**src/rtl/accel_spi_responder.sv**
```systemverilog
// rtl/accel_spi_responder.sv - SPI mode-0 responder emulating an ADXL362-class accelerometer register file
module accel_spi_responder #(
    parameter int         SYNC_STAGES = 2,
    parameter logic [7:0] DEVID_AD    = 8'hAD,
    parameter logic [7:0] DEVID_MST   = 8'h1D,
    parameter logic [7:0] PARTID      = 8'hF2
) (
    input  logic       clk,
    input  logic       rst,
    input  logic       spi_csn_i,
    input  logic       spi_sclk_i,
    input  logic       spi_mosi_i,
    output logic       spi_miso_o,
    output logic       spi_miso_oe,
    input  logic [7:0] accel_x_i,
    input  logic [7:0] accel_y_i,
    input  logic [7:0] accel_z_i,
    output logic [7:0] power_ctl_o,
    output logic       txn_done_o,
    output logic       cmd_err_o
);

    // A single-flop synchroniser is never acceptable, so clamp the depth at two.
    localparam int SN = (SYNC_STAGES < 2) ? 2 : SYNC_STAGES;

    localparam logic [7:0] CMD_WRITE = 8'h0A;
    localparam logic [7:0] CMD_READ  = 8'h0B;
    localparam logic [5:0] ADDR_SOFT_RESET = 6'h1F;
    localparam logic [5:0] ADDR_POWER_CTL  = 6'h2D;
    localparam logic [7:0] SOFT_RESET_KEY  = 8'h52;

    typedef enum logic [2:0] {
        ST_IDLE,
        ST_CMD,
        ST_ADDR_RD,
        ST_ADDR_WR,
        ST_READ,
        ST_WRITE,
        ST_IGNORE
    } state_t;

    // Pin synchronisers and edge-detect history
    logic [SN-1:0] csn_sync_q, csn_sync_d;
    logic [SN-1:0] sclk_sync_q, sclk_sync_d;
    logic [SN-1:0] mosi_sync_q, mosi_sync_d;
    logic          csn_prev_q, csn_prev_d;
    logic          sclk_prev_q, sclk_prev_d;

    logic csn_s, sclk_s, mosi_s;
    logic csn_fall, csn_rise, sclk_rise, sclk_fall;

    // Protocol state
    state_t     state_q, state_d;
    logic [2:0] bit_cnt_q, bit_cnt_d;
    logic [7:0] rx_q, rx_d;
    logic [7:0] tx_q, tx_d;
    logic [5:0] ptr_q, ptr_d;
    logic       oe_q, oe_d;
    logic [7:0] power_q, power_d;
    logic [7:0] shadow_x_q, shadow_x_d;
    logic [7:0] shadow_y_q, shadow_y_d;
    logic [7:0] shadow_z_q, shadow_z_d;
    logic       frame_q, frame_d;
    logic       txn_done_q, txn_done_d;
    logic       cmd_err_q, cmd_err_d;

    logic [7:0] rx_byte;
    logic       byte_done;
    logic [7:0] rd_data;

    // Shift raw pins into the synchroniser chains and keep a one-cycle-old copy for edge detection
    always_comb begin
        csn_sync_d  = {csn_sync_q[SN-2:0], spi_csn_i};
        sclk_sync_d = {sclk_sync_q[SN-2:0], spi_sclk_i};
        mosi_sync_d = {mosi_sync_q[SN-2:0], spi_mosi_i};
        csn_prev_d  = csn_sync_q[SN-1];
        sclk_prev_d = sclk_sync_q[SN-1];
    end

    // Synchronisers keep sampling through reset so a frame already in progress shows up as
    // a held-low chip select afterwards instead of a fresh falling edge
    always_ff @(posedge clk) begin
        csn_sync_q  <= csn_sync_d;
        sclk_sync_q <= sclk_sync_d;
        mosi_sync_q <= mosi_sync_d;
        csn_prev_q  <= csn_prev_d;
        sclk_prev_q <= sclk_prev_d;
    end

    assign csn_s     = csn_sync_q[SN-1];
    assign sclk_s    = sclk_sync_q[SN-1];
    assign mosi_s    = mosi_sync_q[SN-1];
    assign csn_fall  = csn_prev_q & ~csn_s;
    assign csn_rise  = ~csn_prev_q & csn_s;
    assign sclk_rise = sclk_s & ~sclk_prev_q;
    assign sclk_fall = ~sclk_s & sclk_prev_q;

    assign rx_byte   = {rx_q[6:0], mosi_s};
    assign byte_done = sclk_rise && (bit_cnt_q == 3'd7);

    // Register map as seen by a read burst; XYZ come from the per-frame snapshot
    always_comb begin
        rd_data = 8'h00;
        case (ptr_q)
            6'h00:          rd_data = DEVID_AD;
            6'h01:          rd_data = DEVID_MST;
            6'h02:          rd_data = PARTID;
            6'h08:          rd_data = shadow_x_q;
            6'h09:          rd_data = shadow_y_q;
            6'h0A:          rd_data = shadow_z_q;
            ADDR_POWER_CTL: rd_data = power_q;
            default:        rd_data = 8'h00;
        endcase
    end

    // Frame state machine: next state, shift registers, pointer and register writes
    always_comb begin
        state_d    = state_q;
        bit_cnt_d  = bit_cnt_q;
        rx_d       = rx_q;
        tx_d       = tx_q;
        ptr_d      = ptr_q;
        oe_d       = oe_q;
        power_d    = power_q;
        shadow_x_d = shadow_x_q;
        shadow_y_d = shadow_y_q;
        shadow_z_d = shadow_z_q;
        frame_d    = frame_q;
        txn_done_d = 1'b0;
        cmd_err_d  = 1'b0;

        if (state_q == ST_IDLE) begin
            if (csn_fall) begin
                state_d    = ST_CMD;
                bit_cnt_d  = 3'd0;
                rx_d       = 8'h00;
                tx_d       = 8'h00;
                oe_d       = 1'b1;
                frame_d    = 1'b1;
                shadow_x_d = accel_x_i;
                shadow_y_d = accel_y_i;
                shadow_z_d = accel_z_i;
            end else if (!csn_s) begin
                // Chip select already low without a seen edge: the frame began before reset
                // released, so sit it out without driving MISO.
                state_d = ST_IGNORE;
            end
        end else if (csn_rise) begin
            // Chip select rising wins over any SCLK edge; a partial byte is simply dropped.
            state_d    = ST_IDLE;
            bit_cnt_d  = 3'd0;
            tx_d       = 8'h00;
            oe_d       = 1'b0;
            txn_done_d = frame_q;
            frame_d    = 1'b0;
        end else begin
            if (sclk_rise) begin
                bit_cnt_d = bit_cnt_q + 3'd1;
                rx_d      = rx_byte;
            end
            case (state_q)
                ST_CMD: begin
                    if (byte_done) begin
                        if (rx_byte == CMD_READ) begin
                            state_d = ST_ADDR_RD;
                        end else if (rx_byte == CMD_WRITE) begin
                            state_d = ST_ADDR_WR;
                        end else begin
                            state_d   = ST_IGNORE;
                            cmd_err_d = 1'b1;
                        end
                    end
                end
                ST_ADDR_RD: begin
                    if (byte_done) begin
                        ptr_d   = rx_byte[5:0];
                        state_d = ST_READ;
                    end
                end
                ST_ADDR_WR: begin
                    if (byte_done) begin
                        ptr_d   = rx_byte[5:0];
                        state_d = ST_WRITE;
                    end
                end
                ST_READ: begin
                    if (sclk_fall) begin
                        if (bit_cnt_q == 3'd0) begin
                            tx_d  = rd_data;
                            ptr_d = ptr_q + 6'd1;
                        end else begin
                            tx_d = {tx_q[6:0], 1'b0};
                        end
                    end
                end
                ST_WRITE: begin
                    if (byte_done) begin
                        if (ptr_q == ADDR_POWER_CTL) begin
                            power_d = rx_byte;
                        end else if (ptr_q == ADDR_SOFT_RESET && rx_byte == SOFT_RESET_KEY) begin
                            power_d = 8'h00;
                        end
                        ptr_d = ptr_q + 6'd1;
                    end
                end
                default: begin
                end
            endcase
        end
    end

    // State register with synchronous reset
    always_ff @(posedge clk) begin
        if (rst) begin
            state_q    <= ST_IDLE;
            bit_cnt_q  <= 3'd0;
            rx_q       <= 8'h00;
            tx_q       <= 8'h00;
            ptr_q      <= 6'd0;
            oe_q       <= 1'b0;
            power_q    <= 8'h00;
            shadow_x_q <= 8'h00;
            shadow_y_q <= 8'h00;
            shadow_z_q <= 8'h00;
            frame_q    <= 1'b0;
            txn_done_q <= 1'b0;
            cmd_err_q  <= 1'b0;
        end else begin
            state_q    <= state_d;
            bit_cnt_q  <= bit_cnt_d;
            rx_q       <= rx_d;
            tx_q       <= tx_d;
            ptr_q      <= ptr_d;
            oe_q       <= oe_d;
            power_q    <= power_d;
            shadow_x_q <= shadow_x_d;
            shadow_y_q <= shadow_y_d;
            shadow_z_q <= shadow_z_d;
            frame_q    <= frame_d;
            txn_done_q <= txn_done_d;
            cmd_err_q  <= cmd_err_d;
        end
    end

    assign spi_miso_o  = tx_q[7];
    assign spi_miso_oe = oe_q;
    assign power_ctl_o = power_q;
    assign txn_done_o  = txn_done_q;
    assign cmd_err_o   = cmd_err_q;

endmodule

```
**config.mk**
```make
export PLATFORM = sky130hd
export DESIGN_NAME = accel_spi_responder
export DESIGN_NICKNAME = d
export VERILOG_FILES = /design/src/rtl/accel_spi_responder.sv
export SDC_FILE = /design/constraint.sdc
export NUM_CORES = 1
export LEC_CHECK = 0
export ABC_AREA = 1
export CAP_MARGIN = 20
export CORE_MARGIN = 4
export CORE_UTILIZATION = 45
export DETAILED_ROUTE_END_ITERATION = 8
export PLACE_DENSITY = 0.67
export SLEW_MARGIN = 5
export SYNTH_ARGS = -nofsm -noshare
export SYNTH_HDL_FRONTEND = slang
export SYNTH_SLANG_ARGS = --single-unit
```
**constraint.sdc**
```tcl
create_clock -name clk -period 2.33 [get_ports clk]
set_clock_uncertainty 0.2 [all_clocks]
set_input_delay 0.466 -clock clk [delete_from_list [all_inputs] [get_ports clk]]
set_output_delay 0.466 -clock clk [all_outputs]
set_load 0.05 [all_outputs]
```
==> run summary <==
• number of ports placed on the die boundary: 41
• total number of clock tree sinks: 70
• sequential fraction of the synthesis area: 43.2%
• routed wire length: 8160 µm
• worst min-delay path class: flip-flop to flip-flop
• nets: 533
• largest net degree at the start of global routing: 35
• grt ovf: 0
• H-tree levels: 3
• Min Hold Slack: 0.129 ns
• Avg Vias per Cell: 5.16
• clk_lat worst skew: 0.36 ns
• setup fix buffers added after clock tree synthesis: 0
• global-route usage over all layers: 20.1%
• post-synthesis xor/xnor area fraction: 0%
• Simple-Gate Fraction of Synth Area: 30.9%
• fraction of final layout cells sized beyond drive strength 1: 8.38%
• Critical-path top delay cell: clkdlybuf4s50_1
• endpoint type of the worst setup path: output port
• Iter 0 DRT Violations: 181
• DR vias: 3,078
• arrival time of data at the critical path endpoint: 1.61 ns
• crit path kind: flip-flop to output port
• Internal Pwr Total: 2.47 mW
• final-report max-slew violation count: 0
• average wire per standard cell: 13.7 µm
• Critical Path, Cell by Cell: clkdlybuf4s50_1
• design area: 3960 µm²
• CTS tree: built
• layer with the highest usage: met2
• GP Congestion: 0.931
• final worst path period need: 2.28 ns
• Comb pwr share: 38.0%
• switching power as a share of total power: 40.8%
• proportion of power drawn by the clock network: 25.5%
• total of warnings raised by yosys: 0
• met3 Usage GRT: 6.17%
• Crit Path Max Fanout: 3
• die span in y: 92.9 µm
• Die Outline Area: 8620 µm²
• stage delay of the slowest cell on the critical path: 0.85 ns
• CTS Hold Buffers Added: 0
• placed cell area: 3750 µm²
• diodes inserted: 0
• most numerous cell in the Yosys netlist: nand2_1
• placement row count: 30
• max-cap check violation count: 0
• compound-gate portion of the synthesized area: 16.8%
• worst-case vdd ir drop: 0.523 mV
• sequential share of power: 36.5%
• IO Port Bufs: 40
• RSZ-0062 raised after global routing: false
• setup violators final: 0
• Worst Max-Slew Pin Slew: 0.520 ns
• dominant combinational cell family by area after synthesis: simple AND/OR/NAND/NOR gates
• min setup slack post-route: 0.0527 ns
• fraction of synthesized area in multiplexers: 0%
• Synth area leaders: dfxtp_1 (43%), nand2_1 (11%), a21oi_1 (9.0%)
• result of the run: finished clean
• iteration count of the initial detailed-routing pass: 4
• Buffers & Inverters on Critical Path: 1
• worst-case setup slack after placement: 0.406 ns
• syn_area_per_cell: 7.15 µm²
• post-DP HPWL: 6060 µm
• FF+latch count, synth: 70
• Primary FF master, synth: dfxtp_1
• initial antenna violation count: 0
• leading area contributor after synthesis: dfxtp_1
• clock edge transition at the registers on the reported setup and hold paths: 0.07 ns
• total clock buffers created by CTS: 9
• post-route fraction of the period consumed by the critical path: 97.7%
• delay-heaviest family, CP: buffers and inverters
• required time at the endpoint of the critical path: 1.66 ns
• proportion of register bits with asynchronous set or reset after synthesis: 0%
• global-route wire length before repair: 13,700 µm
• horizontal extent of the die: 92.9 µm
• Syn Nets: 489
• adder and majority cell fraction of the synthesized area: 2.70%
• power per standard cell area: 1050 nW/µm²
• net switching power figure: 1.70 mW
• crit start category: flip-flop
• Area growth syn-to-layout: 22.2%
• most frequent cells after synthesis: nand2_1 (91), dfxtp_1 (70), nor2_1 (63), a21oi_1 (58), o21ai_0 (38)
• static leakage power: 1.48 nW
• number of gates resized after CTS: 0
• initial core utilization: 46.9%
• post-detailed-route count of antenna-violating nets: 0
• Post-Syn Area: 3240 µm²
• post-synth cell types: 30
• number of global-route vias before repair: 2,873
• clk buf depth: 2
• final hold viol count: 0
• clk root buf: clkbuf_8
• area of the core: 6910 µm²
• fraction of met1 tracks used by global routing: 27.7%
• Peak Freq: 439 MHz
• synthesized instance count: 453
• fraction of post-synthesis cell area in the top cell type by area: 43.2%
• met2 track demand over resource in global routing: 30.2%
• TNS Setup: 0 ns
• drc violations: 0
• relative slew slack: 65.3%
• Post-synth EDFFs: 0
==> layout make-up <==
class,instances,area (µm²)
fillers,698,2950
multi-input cells,330,1630
flip-flops and latches,70,1400
repair buffers,44,430
inverters,42,163
clock buffers,9,124
well taps,96,120
clock inverters,6,87.6
==> worst paths after layout <==
| check | startpoint | end | slack, ns | cells after the start |
|---|---|---|---|---|
| max | power_ctl_o[1]$_SDFFE_PP0P_ | power_ctl_o[1] | 0.05 | 1 |
| min | sclk_sync_q[0]$_DFF_P_ | sclk_sync_q[1]$_DFF_P_ | 0.13 | 0 |
| max reg2reg | bit_cnt_q[0]$_SDFFE_PP0P_ | ptr_q[2]$_SDFFE_PP0P_ | 0.37 | 10 |
| min reg2reg | sclk_sync_q[0]$_DFF_P_ | sclk_sync_q[1]$_DFF_P_ | 0.13 | 0 |
==> sequential cells by signal, summed over array words and instances, names as in the netlist <==
signal and count:
cmd_err_o 1, txn_done_o 1, csn_sync_q 2, shadow_y_q 8, csn_prev_q 1, ptr_q 6, tx_q 8, frame_q 1
shadow_x_q 8, mosi_sync_q 2, power_ctl_o 8, state_q 3, sclk_prev_q 1, rx_q 7, sclk_sync_q 2, shadow_z_q 8
bit_cnt_q 3
==> power groups by stage <==
stage,combinational [mW],sequential (mW),clock (mW)
after floorplan,1.18,1.52,0
after global placement,1.57,1.54,0
after detailed placement,1.57,1.54,0
after CTS,1.58,1.52,1.08
after global routing,1.80,1.54,1.13
final,1.58,1.52,1.06
==> stage by stage <==
stage,util [%],instances,total power [mW]
CTS,57.3,597,4.18
floorplan,-,453,2.70
global placement,54.3,582,3.10
detailed placement,54.3,582,3.11
finish,57.3,597,4.17
global route,57.3,597,4.47
==> placed cells by master, fill, tap and decap left out, types with 4 or more instances in the layout <==
cell              n
nand2_1          91
dfxtp_1          70
nor2_1           63
a21oi_1          58
clkdlybuf4s50_1  40
o21ai_0          38
inv_1            37
nand3_1          24
nand4_1          12
clkbuf_8          9
ha_1              7
nor3_1            5
inv_2             4
nor2_2            4
nor2_4            4
nor4_1            4
buf_4             4
==> layer usage <==
| metal | share of wire (%) | vias to the layer above | routed length [µm] |
|---|---|---|---|
| li1 | - | 1591 | - |
| met1 | 47 | 1393 | 3800 |
| met2 | 45 | 85 | 3700 |
| met3 | 7.0 | 9 | 574 |
| met4 | 1.0 | 0 | 85 |
| met5 | 0 | - | 0 |
==> cells by family after synthesis <==
kind of cell,count (synthesis)
simple gates,218
compound gates,105
flops,70
buf+inv,53
fa+ha+maj,7
(Power assumes the default switching activity.)
